[src/rtl/instr_fetch_pkg.sv]
// Shared types and constants for the fetch stage; also consumed by the decoder package.
package pkg_instr_fetch;

    localparam int INSTR_W    = 16;
    localparam int MEM_DATA_W = 8;
    // PC width carried in a buffered entry; the fetch stage's ADDR_W must match it.
    localparam int FETCH_PC_W = 16;

    typedef enum logic [0:0] {
        S_HI = 1'b0,
        S_LO = 1'b1
    } fetch_state_t;

    typedef struct packed {
        logic [INSTR_W-1:0]    word;
        logic [FETCH_PC_W-1:0] pc;
    } fetch_entry_t;

endpackage

[src/rtl/instr_fetch_fifo.sv]
// Small synchronous FIFO of fetched instructions with a single-cycle flush.
module instr_fetch_fifo
    import pkg_instr_fetch::*;
#(
    parameter int  DEPTH = 2,
    localparam int PTR_W = $clog2(DEPTH),
    localparam int CNT_W = $clog2(DEPTH) + 1
) (
    input  logic             clk,
    input  logic             rst,
    input  logic             flush,
    input  logic             push,
    input  fetch_entry_t     push_data,
    input  logic             pop,
    output fetch_entry_t     head,
    output logic [CNT_W-1:0] count,
    output logic             empty
);

    logic [PTR_W-1:0] wr_ptr_q, wr_ptr_d;
    logic [PTR_W-1:0] rd_ptr_q, rd_ptr_d;
    logic [CNT_W-1:0] count_q, count_d;
    fetch_entry_t     mem_q [DEPTH];
    fetch_entry_t     mem_d [DEPTH];
    logic             do_pop;

    assign do_pop = pop && (count_q != '0);

    // Next pointers, count and storage; flush wins over push and pop.
    always_comb begin
        wr_ptr_d = wr_ptr_q;
        rd_ptr_d = rd_ptr_q;
        count_d  = count_q;
        for (int i = 0; i < DEPTH; i++) begin
            mem_d[i] = mem_q[i];
        end
        if (flush) begin
            wr_ptr_d = '0;
            rd_ptr_d = '0;
            count_d  = '0;
        end else begin
            if (push) begin
                mem_d[wr_ptr_q] = push_data;
                wr_ptr_d        = wr_ptr_q + PTR_W'(1);
            end
            if (do_pop) begin
                rd_ptr_d = rd_ptr_q + PTR_W'(1);
            end
            count_d = count_q + CNT_W'(push) - CNT_W'(do_pop);
        end
    end

    // Pointer and count registers.
    always_ff @(posedge clk or posedge rst) begin
        if (rst) begin
            wr_ptr_q <= '0;
            rd_ptr_q <= '0;
            count_q  <= '0;
        end else begin
            wr_ptr_q <= wr_ptr_d;
            rd_ptr_q <= rd_ptr_d;
            count_q  <= count_d;
        end
    end

    // Storage needs no reset; entries are only read while counted.
    always_ff @(posedge clk) begin
        for (int i = 0; i < DEPTH; i++) begin
            mem_q[i] <= mem_d[i];
        end
    end

    assign head  = mem_q[rd_ptr_q];
    assign count = count_q;
    assign empty = (count_q == '0);

    // Upstream space reservation must make pushing into a full buffer unreachable.
    a_no_push_when_full : assert property (
        @(posedge clk) disable iff (rst)
        !(push && !flush && (count_q == CNT_W'(DEPTH)))
    );

endmodule

[src/rtl/instr_fetch.sv]
// Fetch stage: reads big-endian 16-bit instructions byte by byte and buffers them for decode.
module instr_fetch
    import pkg_instr_fetch::*;
#(
    parameter int               ADDR_W    = 16,
    parameter logic [ADDR_W-1:0] RESET_PC = 16'h0000,
    parameter int               BUF_DEPTH = 2
) (
    input  logic                  clk,
    input  logic                  reset,
    output logic                  mem_rd_en,
    output logic [ADDR_W-1:0]     mem_addr,
    input  logic [MEM_DATA_W-1:0] mem_rdata,
    output logic                  instr_valid,
    output logic [INSTR_W-1:0]    instr_word,
    output logic [ADDR_W-1:0]     instr_pc,
    input  logic                  dec_ready,
    input  logic                  redirect_valid,
    input  logic [ADDR_W-1:0]     redirect_pc
);

    localparam int CNT_W = $clog2(BUF_DEPTH) + 1;

    fetch_state_t          state_q, state_d;
    logic [ADDR_W-1:0]     fetch_pc_q, fetch_pc_d;
    logic                  pend_hi_q, pend_hi_d;
    logic                  pend_lo_q, pend_lo_d;
    logic [MEM_DATA_W-1:0] hi_byte_q, hi_byte_d;

    logic                  inflight;
    logic                  space_ok;
    logic                  issue_hi;
    logic                  issue_lo;
    logic                  push;
    logic                  pop;
    fetch_entry_t          push_entry;
    fetch_entry_t          head;
    logic [CNT_W-1:0]      buf_count;
    logic                  buf_empty;
    logic                  redirect_pc_lsb_unused;

    assign redirect_pc_lsb_unused = redirect_pc[0];

    // An instruction is in flight from its hi request until its lo byte is pushed.
    assign inflight = pend_hi_q | pend_lo_q;
    assign space_ok = (buf_count + CNT_W'(inflight)) < CNT_W'(BUF_DEPTH);

    // Reset and redirect both suppress requests in the same cycle.
    assign issue_hi = !reset && !redirect_valid && (state_q == S_HI) && space_ok;
    assign issue_lo = !reset && !redirect_valid && (state_q == S_LO);

    assign mem_rd_en = issue_hi | issue_lo;
    assign mem_addr  = (state_q == S_LO) ? fetch_pc_q + ADDR_W'(1) : fetch_pc_q;

    // fetch_pc has already advanced by 2 when the lo byte returns.
    assign push            = pend_lo_q && !redirect_valid;
    assign push_entry.word = {hi_byte_q, mem_rdata};
    assign push_entry.pc   = fetch_pc_q - ADDR_W'(2);
    assign pop             = instr_valid && dec_ready && !redirect_valid;

    // FSM next state, fetch PC and returned-byte tracking.
    always_comb begin
        state_d    = state_q;
        fetch_pc_d = fetch_pc_q;
        pend_hi_d  = issue_hi;
        pend_lo_d  = issue_lo;
        hi_byte_d  = pend_hi_q ? mem_rdata : hi_byte_q;
        if (redirect_valid) begin
            state_d    = S_HI;
            fetch_pc_d = {redirect_pc[ADDR_W-1:1], 1'b0};
            pend_hi_d  = 1'b0;
            pend_lo_d  = 1'b0;
        end else begin
            case (state_q)
                S_HI: begin
                    if (issue_hi) begin
                        state_d = S_LO;
                    end
                end
                S_LO: begin
                    state_d    = S_HI;
                    fetch_pc_d = fetch_pc_q + ADDR_W'(2);
                end
                default: state_d = S_HI;
            endcase
        end
    end

    // Fetch control registers.
    always_ff @(posedge clk or posedge reset) begin
        if (reset) begin
            state_q    <= S_HI;
            fetch_pc_q <= RESET_PC;
            pend_hi_q  <= 1'b0;
            pend_lo_q  <= 1'b0;
            hi_byte_q  <= '0;
        end else begin
            state_q    <= state_d;
            fetch_pc_q <= fetch_pc_d;
            pend_hi_q  <= pend_hi_d;
            pend_lo_q  <= pend_lo_d;
            hi_byte_q  <= hi_byte_d;
        end
    end

    instr_fetch_fifo #(
        .DEPTH (BUF_DEPTH)
    ) u_fifo (
        .clk       (clk),
        .rst       (reset),
        .flush     (redirect_valid),
        .push      (push),
        .push_data (push_entry),
        .pop       (pop),
        .head      (head),
        .count     (buf_count),
        .empty     (buf_empty)
    );

    assign instr_valid = !buf_empty;
    assign instr_word  = head.word;
    assign instr_pc    = head.pc;

endmodule

[config.mk]
export PLATFORM = sky130hd
export DESIGN_NAME = instr_fetch
export DESIGN_NICKNAME = d
export VERILOG_FILES = /design/src/rtl/instr_fetch_pkg.sv /design/src/rtl/instr_fetch_fifo.sv /design/src/rtl/instr_fetch.sv
export SDC_FILE = /design/constraint.sdc
export NUM_CORES = 1
export LEC_CHECK = 0
export ABC_AREA = 1
export BUFFER_PORTS_ARGS = -buffer_cell sky130_fd_sc_hd__buf_2
export CAP_MARGIN = 20
export CORE_MARGIN = 3
export CORE_UTILIZATION = 45
export DETAILED_ROUTE_END_ITERATION = 7
export PLACE_DENSITY = 0.65
export SYNTH_ARGS = -nofsm -noshare
export SYNTH_HDL_FRONTEND = slang
export SYNTH_SLANG_ARGS = --single-unit
export TNS_END_PERCENT = 20
[constraint.sdc]
create_clock -name clk -period 3.1 [get_ports clk]
set_input_delay 0.31 -clock clk [delete_from_list [all_inputs] [get_ports clk]]
set_output_delay 0.31 -clock clk [all_outputs]
set_load 0.1 [all_outputs]
==> results.sh <==
export IMPL_status="finished, final reports clean"
export IMPL_grt_max_degree=34
export IMPL_ys_seq_area_frac=0.603
export IMPL_dp_hpwl_um=5650
export IMPL_syn_inst=430
export IMPL_hold_buffers=0
export IMPL_synth_edff_count=62
export IMPL_combPwrFrac=0.209
export IMPL_setup_worst_path_start_class="flip-flop"
export IMPL_grt_pass1_wl_um=14200
export IMPL_wl_met3_um=414
export IMPL_drc=0
export IMPL_htreeDepth=3
export IMPL_syn_to_final_growth_pct=13.3
export IMPL_leakagePower_nw=2.17
export IMPL_avgSynthCellArea_um2=10.1
export IMPL_r2r_slack_ns=1.33
export IMPL_arrival_ns=1.89
export IMPL_num_rows=35
export IMPL_yosysMostFrequentCell="nand2_1"
export IMPL_port_buffer_count=75
export IMPL_dieWidth_um=104
export IMPL_synth_area_um2=4330
export IMPL_maxSlewViolCount=0
export IMPL_highest_layer="met4"
export IMPL_clk_latency_ns=0.35
export IMPL_slowest_stage="dfrtp_1"
export IMPL_timing_final_crit_share=0.710
export IMPL_dr_pass1_iters=4
export IMPL_setup_worst_path_end_class="primary output"
export IMPL_clockBufferDepth=2
export IMPL_setup_viol=0
export IMPL_viasPerCell=4.86
export IMPL_dieArea_um2=10800
export IMPL_crit_start="pend_hi_q$_DFF_PP0_"
export IMPL_drt_iter0_markers=104
export IMPL_cts_root_buf="clkbuf_8"
export IMPL_cts_resized=0
export IMPL_vias=3009
export IMPL_synth_top_area_share=0.430
export IMPL_fin_ws_ns=0.898
export IMPL_core_um2=9280
export IMPL_synth_common_cells="nand2_1, edfxtp_1, dfrtp_1"
export IMPL_gp_congestion=0.868
export IMPL_wl_per_cell_um=13.3
export IMPL_hold_class="in -> async"
export IMPL_slowest_delay_ns=0.63
export IMPL_max_freq_ghz=0.454
export IMPL_route_met2_wl_um=3950
export IMPL_worst_path_dominant_cell_family="flip-flops"
export IMPL_crit_chain="o21ai_1 -> nand2_1 -> nand3_1 -> o22ai_1 -> buf_2"
export IMPL_seqPwrFrac=0.516
export IMPL_cp_endpoint="mem_rd_en"
export IMPL_rsz0062_at_grt="no"
export IMPL_switching_share=0.358
export IMPL_finClkSkew_ns=0.0127
export IMPL_rr_endpoint="u_fifo.mem_q[1][15]$_DFFE_PP_"
export IMPL_cap_violations=0
export IMPL_wl_um=8250
export IMPL_track_usage=0.162
export IMPL_fillers=883
export IMPL_async_flop_share=0.326
export IMPL_antennaDiodeCount=0
export IMPL_reg2reg_from="fetch_pc_q[1]$_DFFE_PP0N_"
export IMPL_slew_headroom=0.605
export IMPL_ff2ff_path_depth=9
export IMPL_cts_setup_buffers=0
export IMPL_yosys_most_used_dff="edfxtp_1"
export IMPL_synth_area_leaders="edfxtp_1, dfrtp_1, nand2_1"
export IMPL_worst_pin_slew_ns=0.592
export IMPL_drt_met1_wl_um=3770
export IMPL_die_h_um=104
export IMPL_ys_types=33
export IMPL_power_total_mw=2.86
export IMPL_drive_above_1_share=0.265
export IMPL_syn_num_nets=462
export IMPL_ir_worst_vdd_mv=0.259
export IMPL_p_int_mw=1.84
export IMPL_cts_sinks=92
export IMPL_fin_crit_ns=2.20
export IMPL_clkPwrFrac=0.275
export IMPL_switchingPower_mw=1.03
export IMPL_clk_pin_slew_ns=0.11
export IMPL_start_util=0.467
export IMPL_hold_viol=0
export IMPL_overflow=0
export IMPL_synth_top_area_cell="edfxtp_1"
export IMPL_final_nets=517
export IMPL_io_pins=78
export IMPL_ys_warn_count=0
export IMPL_power_density_nw_per_um2=582
export IMPL_cp_num_buf_inv=1
export IMPL_cts_buffers=9
export IMPL_cts_tree="built"
export IMPL_antenna_found_initial=0
export IMPL_ant_nets=0
export IMPL_cp_required_ns=2.79
export IMPL_cp_depth=5
export IMPL_whs_ns=0.0719
export IMPL_dp_slack_ns=1.11
export IMPL_grt_pass1_vias=2994
export IMPL_setup_tns_ns=0
export IMPL_synth_seq_cells=92
export IMPL_path_class="reg -> out"
export IMPL_worst_path_max_fanout=9
## how the worst min path moves through the flow
stage	from	endpoint	slack, ns	depth (start not counted)
after detailed placement	hi_byte_q[7]$_DFFE_PP0P_	u_fifo.mem_q[1][31]$_DFFE_PP_	0.46	0
after floorplan	reset	pend_lo_q$_DFF_PP0_	0.38	1
after global placement	hi_byte_q[6]$_DFFE_PP0P_	u_fifo.mem_q[0][30]$_DFFE_PP_	0.45	0
after CTS	reset	pend_lo_q$_DFF_PP0_	0.07	3
after global routing	reset	u_fifo.count[1]$_DFF_PP0_	0.10	3
final	reset	hi_byte_q[2]$_DFFE_PP0P_	0.07	3
## cells by family after synthesis
kind of cell	synth area share
adder cells (fa/ha/maj)	0.0115
XOR/XNOR	0.0303
buffers and inverters	0.0681
AO/OA/AOI/OAI	0.0367
multiplexers	0.0208
AND/OR/NAND/NOR	0.229
flip-flops	0.603
other	0.000865
## power by group through the flow
stage	Sequential (mW)	Clock (mW)	Combinational, mW
after global routing	1.49	0.874	0.640
after CTS	1.48	0.812	0.603
after detailed placement	1.50	0	0.601
after global placement	1.50	0	0.593
after floorplan	1.45	0	0.566
final	1.48	0.786	0.598
## layer usage
layer / vias up / GRT usage
met5: - / 0
met4: 0 / 0.0579
met3: 10 / 0.0335
met2: 74 / 0.260
met1: 1419 / 0.219
li1: 1506 / -
## worst register-to-register path: cells and delay by family (launching register included)
kind	cells	cell delay, ns
adders and majority gates	1	0.24
and+or+nand+nor	6	0.52
DFF	1	0.53
buffers and inverters	2	0.24
## through the flow
step | instance area (µm²) | utilization | instances
final | 4910 | 0.529 | 619
after global routing | 4910 | 0.529 | 619
after CTS | 4910 | 0.529 | 619
after detailed placement | 4710 | 0.508 | 603
after global placement | 4710 | 0.508 | 603
after floorplan | 4330 | - | 430
## cell type report
cell class	instances	area, µm²	share of cell area
clock buffers	9	124	0.0252
clock inverters	7	75.1	0.0153
flip-flops and latches	92	2610	0.532
multi-input cells	276	1430	0.291
well taps	129	161	0.0329
inverters	27	103	0.0209
repair buffers	79	405	0.0825
## sequential cells by signal, indices dropped and copies added, names as in the netlist
register         count
hi_byte_q            8
u_fifo.count         2
fetch_pc_q          15
u_fifo.rd_ptr_q      1
pend_lo_q            1
pend_hi_q            1
u_fifo.mem_q        62
u_fifo.wr_ptr_q      1
state_q              1
## placed cells by master (no fill, tap or decap), drive strengths merged
master | synthesis | layout
or2 | 1 | 1
a21o | 1 | 1
ha | 4 | 4
dfrtp | 30 | 30
o22ai | 1 | 1
clkinvlp | 0 | 1
o21ai | 6 | 6
nand2 | 152 | 152
mux2 | 8 | 8
buf | 15 | 79
inv | 26 | 30
clkinv | 1 | 3
conb | 1 | 1
nand4 | 6 | 6
a21oi | 2 | 2
edfxtp | 62 | 62
nand3 | 24 | 24
nor3 | 1 | 1
xor2 | 14 | 14
xnor2 | 1 | 1
nand3b | 1 | 1
nor2 | 39 | 39
clkbuf | 20 | 9
o211ai | 2 | 2
a22oi | 12 | 12
No activity file was read; power rests on OpenSTA's default activity.
